--- src/rtl/my_seg7_defs.vh ---
// Seven-segment hex patterns and active-level helper.
// Shared by every display block that drives segments.
`ifndef MY_SEG7_DEFS_VH
`define MY_SEG7_DEFS_VH

// Segment order {a,b,c,d,e,f,g}, a = MSB, 1 = segment on.
function automatic logic [6:0] seg7_hex(input logic [3:0] nib);
  logic [6:0] s;
  case (nib)
    4'h0:    s = 7'b1111110;
    4'h1:    s = 7'b0110000;
    4'h2:    s = 7'b1101101;
    4'h3:    s = 7'b1111001;
    4'h4:    s = 7'b0110011;
    4'h5:    s = 7'b1011011;
    4'h6:    s = 7'b1011111;
    4'h7:    s = 7'b1110000;
    4'h8:    s = 7'b1111111;
    4'h9:    s = 7'b1111011;
    4'hA:    s = 7'b1110111;
    4'hB:    s = 7'b0011111;
    4'hC:    s = 7'b1001110;
    4'hD:    s = 7'b0111101;
    4'hE:    s = 7'b1001111;
    default: s = 7'b1000111;
  endcase
  return s;
endfunction

// Map logical "on" bits to the pin level of the panel.
function automatic logic [6:0] seg7_lvl(
  input logic [6:0] s,
  input bit         act_high
);
  return act_high ? s : ~s;
endfunction

`endif

--- src/rtl/my_seg7_pkg.sv ---
// Shared types and helpers for the seg7 scan block.
// Pulls in the common segment pattern header.
package my_seg7_pkg;

  `include "my_seg7_defs.vh"

  // Digit index width; a single digit still needs one bit.
  function automatic int unsigned idx_w(input int unsigned n);
    return (n > 1) ? $clog2(n) : 1;
  endfunction

endpackage

--- src/rtl/my_seg7_if.sv ---
// Display bus: value/control in, panel drive out.
// master = host side, slave = scan engine.
interface my_seg7_if #(
  parameter int N = 4
);
  logic           en;
  logic [4*N-1:0] num;
  logic [N-1:0]   dp_in;
  logic [3:0]     bright;
  logic           lzb;
  logic [6:0]     seg;
  logic           dp;
  logic [N-1:0]   dig;
  logic           frame_tick;

  modport master (
    output en, num, dp_in, bright, lzb,
    input  seg, dp, dig, frame_tick
  );

  modport slave (
    input  en, num, dp_in, bright, lzb,
    output seg, dp, dig, frame_tick
  );
endinterface

--- src/rtl/my_seg7_dec.sv ---
// Hex nibble to seven-segment decode.
// Purely combinational, logical levels (1 = on).
module my_seg7_dec
  import my_seg7_pkg::*;
(
  input  logic [3:0] nib_i,
  output logic [6:0] seg_o
);

  // Table lookup from the shared pattern header.
  always_comb begin
    seg_o = seg7_hex(nib_i);
  end

endmodule

--- src/rtl/my_seg7_scan.sv ---
// Multiplexed N-digit seven-segment scanner.
// Frame-aligned snapshot, guard bands, PWM brightness.
module my_seg7_scan
  import my_seg7_pkg::*;
#(
  parameter int N            = 4,
  parameter int SLOT_W       = 10,
  parameter int GUARD        = 8,
  parameter bit SEG_ACT_HIGH = 1'b1,
  parameter bit DIG_ACT_HIGH = 1'b0
) (
  input  logic      clk,
  input  logic      rst,
  my_seg7_if.slave  bus
);

  localparam int IW = idx_w(N);
  localparam logic [SLOT_W-1:0] CNT_MAX = '1;
  localparam logic [SLOT_W-1:0] G_LO =
    SLOT_W'(GUARD);
  localparam logic [SLOT_W-1:0] G_HI =
    SLOT_W'((1 << SLOT_W) - 1 - GUARD);
  localparam logic [IW-1:0] D_MAX = IW'(N - 1);
  localparam logic [6:0] SEG_OFF =
    seg7_lvl(7'd0, SEG_ACT_HIGH);
  localparam logic DP_OFF = ~SEG_ACT_HIGH;
  localparam logic [N-1:0] DIG_OFF =
    DIG_ACT_HIGH ? '0 : '1;

  logic [SLOT_W-1:0] cnt_q, cnt_d;
  logic [IW-1:0]     d_q, d_d;
  logic [4*N-1:0]    num_q, num_d;
  logic [N-1:0]      dpin_q, dpin_d;
  logic              lzb_q, lzb_d;
  logic [6:0]        seg_q, seg_d;
  logic              dp_q, dp_d;
  logic [N-1:0]      dig_q, dig_d;
  logic              tick_q, tick_d;

  logic              last_cyc;
  logic              frame_end;
  logic              lit;
  logic [3:0]        nib;
  logic              dpsel;
  logic              hi_zero;
  logic              blank;
  logic [N-1:0]      oh;
  logic [6:0]        hex;

  my_seg7_dec u_dec (
    .nib_i (nib),
    .seg_o (hex)
  );

  // Select current digit data and detect zero upper nibbles.
  always_comb begin
    nib     = '0;
    dpsel   = 1'b0;
    hi_zero = 1'b1;
    oh      = '0;
    for (int k = 0; k < N; k++) begin
      if (IW'(k) == d_q) begin
        nib   = num_q[4*k +: 4];
        dpsel = dpin_q[k];
        oh[k] = 1'b1;
      end
      if (IW'(k) >= d_q && num_q[4*k +: 4] != 4'd0)
        hi_zero = 1'b0;
    end
  end

  // Scan position, snapshot and next output values.
  always_comb begin
    last_cyc  = (cnt_q == CNT_MAX);
    frame_end = last_cyc && (d_q == D_MAX);
    lit = bus.en
      && (cnt_q >= G_LO)
      && (cnt_q <= G_HI)
      && (cnt_q[SLOT_W-1 -: 4] <= bus.bright);
    blank = lzb_q && (d_q != '0) && hi_zero;

    cnt_d = cnt_q + SLOT_W'(1);
    d_d   = d_q;
    if (last_cyc)
      d_d = (d_q == D_MAX) ? '0 : d_q + IW'(1);

    num_d  = num_q;
    dpin_d = dpin_q;
    lzb_d  = lzb_q;
    if (frame_end) begin
      num_d  = bus.num;
      dpin_d = bus.dp_in;
      lzb_d  = bus.lzb;
    end

    seg_d  = SEG_OFF;
    dp_d   = DP_OFF;
    dig_d  = DIG_OFF;
    if (lit) begin
      seg_d = seg7_lvl(blank ? 7'd0 : hex,
                       SEG_ACT_HIGH);
      dp_d  = SEG_ACT_HIGH ? dpsel : ~dpsel;
      dig_d = DIG_ACT_HIGH ? oh : ~oh;
    end
    tick_d = frame_end;
  end

  // State and registered panel outputs.
  always_ff @(posedge clk) begin
    if (rst) begin
      cnt_q  <= '0;
      d_q    <= '0;
      num_q  <= '0;
      dpin_q <= '0;
      lzb_q  <= 1'b0;
      seg_q  <= SEG_OFF;
      dp_q   <= DP_OFF;
      dig_q  <= DIG_OFF;
      tick_q <= 1'b0;
    end else begin
      cnt_q  <= cnt_d;
      d_q    <= d_d;
      num_q  <= num_d;
      dpin_q <= dpin_d;
      lzb_q  <= lzb_d;
      seg_q  <= seg_d;
      dp_q   <= dp_d;
      dig_q  <= dig_d;
      tick_q <= tick_d;
    end
  end

  assign bus.seg        = seg_q;
  assign bus.dp         = dp_q;
  assign bus.dig        = dig_q;
  assign bus.frame_tick = tick_q;

endmodule

--- src/flat_wrapper.sv ---
// flat-port wrapper written by rule: the top's interface ports become plain ports
module my_seg7_scan_flat import my_seg7_pkg::*;
#(
  parameter int N            = 4,
  parameter int SLOT_W       = 10,
  parameter int GUARD        = 8,
  parameter bit SEG_ACT_HIGH = 1'b1,
  parameter bit DIG_ACT_HIGH = 1'b0
)
  (clk, rst, bus_en, bus_num, bus_dp_in, bus_bright, bus_lzb, bus_seg, bus_dp, bus_dig, bus_frame_tick);
  my_seg7_if #(.N(N)) bus_i ();
  input  logic clk;
  input  logic rst;
  input wire logic [$bits(bus_i.en)-1:0] bus_en;
  input wire logic [$bits(bus_i.num)-1:0] bus_num;
  input wire logic [$bits(bus_i.dp_in)-1:0] bus_dp_in;
  input wire logic [$bits(bus_i.bright)-1:0] bus_bright;
  input wire logic [$bits(bus_i.lzb)-1:0] bus_lzb;
  output wire logic [$bits(bus_i.seg)-1:0] bus_seg;
  output wire logic [$bits(bus_i.dp)-1:0] bus_dp;
  output wire logic [$bits(bus_i.dig)-1:0] bus_dig;
  output wire logic [$bits(bus_i.frame_tick)-1:0] bus_frame_tick;
  assign bus_i.en = bus_en;
  assign bus_i.num = bus_num;
  assign bus_i.dp_in = bus_dp_in;
  assign bus_i.bright = bus_bright;
  assign bus_i.lzb = bus_lzb;
  assign bus_seg = bus_i.seg;
  assign bus_dp = bus_i.dp;
  assign bus_dig = bus_i.dig;
  assign bus_frame_tick = bus_i.frame_tick;
  my_seg7_scan #(.N(N), .SLOT_W(SLOT_W), .GUARD(GUARD), .SEG_ACT_HIGH(SEG_ACT_HIGH), .DIG_ACT_HIGH(DIG_ACT_HIGH)) u_core (.clk(clk), .rst(rst), .bus(bus_i));
endmodule
--- config.mk ---
export PLATFORM = sky130hd
export DESIGN_NAME = my_seg7_scan_flat
export DESIGN_NICKNAME = d
export VERILOG_FILES = /design/src/rtl/my_seg7_pkg.sv /design/src/rtl/my_seg7_if.sv /design/src/rtl/my_seg7_dec.sv /design/src/rtl/my_seg7_scan.sv /design/src/flat_wrapper.sv
export VERILOG_INCLUDE_DIRS = /design/src /design/src/rtl
export SDC_FILE = /design/constraint.sdc
export NUM_CORES = 1
export LEC_CHECK = 0
export CAP_MARGIN = 15
export CELL_PAD_IN_SITES_DETAIL_PLACEMENT = 1
export CELL_PAD_IN_SITES_GLOBAL_PLACEMENT = 2
export CORE_UTILIZATION = 29
export DETAILED_ROUTE_END_ITERATION = 8
export PLACE_DENSITY_LB_ADDON = 0.1
export SLEW_MARGIN = 20
export SYNTH_ARGS = -nofsm -noshare
export SYNTH_HDL_FRONTEND = slang
export SYNTH_SLANG_ARGS = --single-unit
--- constraint.sdc ---
create_clock -name clk -period 2.3 [get_ports clk]
set_input_delay 0.345 -clock clk [delete_from_list [all_inputs] [get_ports clk]]
set_output_delay 0.345 -clock clk [all_outputs]
set_load 0.02 [all_outputs]
==> impl_summary.md <==
Routing
The overall routed net length is 5232 um. The average via count per standard cell is 4.565. The number of nets still failing antenna checks after routing is 0.

For this run, design rule violations remaining after detail routing come to 0. The via count of the routed design is 1,849. The number of search-and-repair iterations in the first detailed-routing pass is 4. After detailed routing, the average wire length per cell comes to 12.92 um.

The detailed router finished its first iteration with 47 violations.

Setup path
The largest individual stage delay along the critical path comes from the cell sky130_fd_sc_hd__dfxtp_2. The data arrival time of the critical path is 2.38 ns. The critical path launch point type is a register.

The worst setup path is of the register to register kind. Traced cell by cell, the critical path runs through inv_1, ha_2, nor2b_1, a221oi_2, o31ai_2, buf_4, ha_1, o211a_1, a311oi_2. The type of destination of the critical path is a register. In this run the worst path has a maximum fanout of 7. For flop-to-flop paths, the worst setup slack is 0.14 ns. The maximum single-stage delay on the critical path is 0.36 ns. The critical path required time is 2.52 ns. The count of buffering cells on the critical path with inverters included is 2. The category of cells accounting for the largest share of critical-path delay is compound AO/OA/AOI/OAI gates.

Final layout
The share of cells above drive strength 1 is 17.82%. The repair_antennas step left the layout with diodes totalling 0. The layout-stage area growth over the synthesis result is 33.30%. After the last flow step, the layout net total stands at 348.

The area of all placed cells without fillers is 3095 um2.

Timing
Setup violations remaining at the end of the flow were counted as 0. The slew at the pin closest to its max-slew limit is 0.3941 ns. Clock skew on the completed layout was measured at 0.006388 ns.

The number of max-slew violations in the final report is 0. Counting I/O delays and the setup requirement, the final critical path takes 2.162 ns. Final hold analysis gives a worst-case slack of 0.4801 ns. The hold violation total from the final report was 0. The worst pin sits at a relative slew slack of 73.67%. The period utilization is 94.00%.

The maximum clock frequency is 0.4626 GHz. The setup slack after layout is 0.1381 ns.

Clock tree
The longest clock path from root to sink contains 2 buffers. CTS saw 46 sinks. The clock insertion delay at the later pin of the skew report is 0.30 ns. The number of buffers inserted for hold repair after clock tree synthesis is 0. TritonCTS built the clock tree. The H-tree was split into 2 levels. The root buffer cell chosen for the clock tree is sky130_fd_sc_hd__clkbuf_8. The TritonCTS buffer count is 5.

After clock tree synthesis, the clock-pin slew on the worst setup and hold paths is 0.09 ns.

Floorplan
The die covers 8370 um2. The width of the die is 91.49 um. The initial utilization of the core area, before any placement, comes to 30.05%. 41 I/O pins were placed. After floorplanning, the core was sized to cover 7727 um2. In this run the core area contains 32 standard-cell rows. The height of the die is 91.49 um.

Status
The run finished with clean final reports.

Hold path
In this run the worst hold path is classified as register to register.

Yosys
The number of distinct library cells after synthesis is 46. For this run, the number of Yosys warnings is 0. The share of synthesized registers carrying an async set or reset is 0%. The share of the synthesized area in the top cell type is 39.66%.

The number of enable-type register cells in the synthesized netlist is 0. Of the synthesized area, sequential elements account for 39.66%. The gate count of the mapped netlist is 243. In this run the mean area of a mapped cell was 9.556 um2.

Synthesis inferred 46 register bits. The largest total area in the synthesized netlist belongs to sky130_fd_sc_hd__dfxtp_1. The area of the mapped netlist is 2322 um2. By area the synthesized netlist is led by sky130_fd_sc_hd__dfxtp_1 40%, sky130_fd_sc_hd__mux2i_1 9.9%, sky130_fd_sc_hd__ha_1 9.7%. The number of nets produced by synthesis is 289.

For this run, the leading register cell type out of synthesis is sky130_fd_sc_hd__dfxtp_1.

Placed design
The worst slack at placement is -0.07517 ns. The placed instance area is 2960 um2. The congestion estimate from routability-driven global placement came to 0.7568. The placed wire-length estimate after detailed placement is 3947 um. The count of port buffers added during placement is 40.

Global route
After global routing the overflow that remains totals 0. The via count of the first global-routing pass came to 1,840. The number of antenna violations at the first check in global routing is 0.

The pin count of the biggest net entering global routing is 35. Global routing used 13.37% of the available tracks across all layers. The wire length of the first global-routing pass is 8852 um.

Power and ir drop
In this run the power density over the cells is 477.0 nW/um2. The highest ir drop seen on vdd is 215.2 uV. The leakage power summed over all cells is 1.366 nW.

Run
The max-cap violation count is 0.
final timing paths:
kind                         startpoint  depth (start not counted)                      endpoint
max          u_core.d_q[1]$_SDFFE_PP0P_                          9  u_core.bus.seg[5]$_SDFF_PP0_
min          u_core.cnt_q[0]$_SDFF_PP0_                          1    u_core.cnt_q[0]$_SDFF_PP0_
max reg2reg  u_core.d_q[1]$_SDFFE_PP0P_                          9  u_core.bus.seg[5]$_SDFF_PP0_
min reg2reg  u_core.cnt_q[0]$_SDFF_PP0_                          1    u_core.cnt_q[0]$_SDFF_PP0_
final cells by class:
cell class              instances  area (um2)
fillers                       890        4632
multi-input cells             174        1301
clock buffers                   5       68.82
flip-flops and latches         46       923.4
repair buffers                 64       593.1
well taps                     102       127.6
inverters                      11       41.29
clock inverters                 3       40.04
report_power, final:
part | total (W) | switching [W] | internal (W)
combinational | 0.0000749 | 0.0000246 | 0.0000503
sequential | 0.000805 | 0.00000442 | 0.000800
clock | 0.000597 | 0.000277 | 0.000320
total | 0.00148 | 0.000306 | 0.00117
cell usage in the layout, fill, tap and decap left out, types with 2 or more instances in the layout:
master and instances:
sky130_fd_sc_hd__nand4_1 3, sky130_fd_sc_hd__a21oi_1 6, sky130_fd_sc_hd__nand3b_1 3, sky130_fd_sc_hd__clkbuf_8 5
sky130_fd_sc_hd__nor3_1 2, sky130_fd_sc_hd__ha_1 14, sky130_fd_sc_hd__ha_2 4, sky130_fd_sc_hd__nand3_1 3
sky130_fd_sc_hd__nor2b_1 8, sky130_fd_sc_hd__a211oi_2 6, sky130_fd_sc_hd__mux2i_1 23, sky130_fd_sc_hd__mux2_4 2
sky130_fd_sc_hd__nor4_1 3, sky130_fd_sc_hd__buf_4 23, sky130_fd_sc_hd__a211oi_1 3, sky130_fd_sc_hd__xor2_1 4
sky130_fd_sc_hd__nand2_1 17, sky130_fd_sc_hd__nor2_1 41, sky130_fd_sc_hd__or3_1 2, sky130_fd_sc_hd__o22ai_1 3
sky130_fd_sc_hd__clkdlybuf4s50_1 40, sky130_fd_sc_hd__dfxtp_2 2, sky130_fd_sc_hd__inv_1 11, sky130_fd_sc_hd__dfxtp_1 44
sky130_fd_sc_hd__clkinv_2 2, sky130_fd_sc_hd__xnor2_1 4, sky130_fd_sc_hd__nor3b_1 2
what timing repair did:
action | CTS | global route
resized for setup | 0 | 7
setup endpoints to repair | 0 | 7
buffers inserted | 0 | 1
flip-flops by register name, indices dropped and copies added, names as in the netlist:
name                   flops
u_core.num_q              16
u_core.cnt_q              10
u_core.bus.seg             7
u_core.bus.dig             4
u_core.dpin_q              4
u_core.d_q                 2
u_core.bus.dp              1
u_core.bus.frame_tick      1
u_core.lzb_q               1
synthesized netlist by cell type (4+ instances only):
cell type / n
sky130_fd_sc_hd__dfxtp_1: 46
sky130_fd_sc_hd__nor2_1: 41
sky130_fd_sc_hd__mux2i_1: 23
sky130_fd_sc_hd__ha_1: 18
sky130_fd_sc_hd__nand2_1: 17
sky130_fd_sc_hd__inv_1: 11
sky130_fd_sc_hd__nor2b_1: 8
sky130_fd_sc_hd__a211oi_2: 6
sky130_fd_sc_hd__a21oi_1: 6
sky130_fd_sc_hd__clkbuf_1: 4
sky130_fd_sc_hd__xnor2_1: 4
sky130_fd_sc_hd__xor2_1: 4
per-layer routing:
layer / part of all wire [%] / vias to the layer above / GRT usage (%)
li1: - / 942 / -
met5: 0 / - / 0
met3: 3.0 / 6 / 3.266
met1: 50 / 870 / 17.77
met4: 1.3 / 0 / 3.968
met2: 45 / 31 / 21.30
worst register-to-register path, delay by kind of cell, from the launching register on:
family,cells,cell delay (ns)
compound gates,4,0.88
fa+ha+maj,2,0.45
simple gates,1,0.16
buf+inv,2,0.24
flops,1,0.36
stage by stage:
step	setup TNS, ns	power, W	instances	util (%)
4_1_cts	0	0.001512	404	39.72
3_3_place_gp	-0.02108	0.0008995	396	38.31
2_1_floorplan	0	0.0008449	243	-
5_1_grt	-0.02435	0.001549	405	40.06
6_report	0	0.001477	405	40.06
3_5_place_dp	-0.1445	0.0009004	396	38.31
cells by family after synthesis:
logic type / Yosys count / synth area share, %
adders and majority gates: 18 / 9.698
AOI/OAI and AO/OA: 28 / 10.61
muxes: 25 / 11.21
buffers and inverters: 23 / 5.010
and+or+nand+nor: 95 / 20.80
DFF: 46 / 39.66
xor gates and xnor gates: 8 / 3.017
Power figures use the tool's default switching activity.
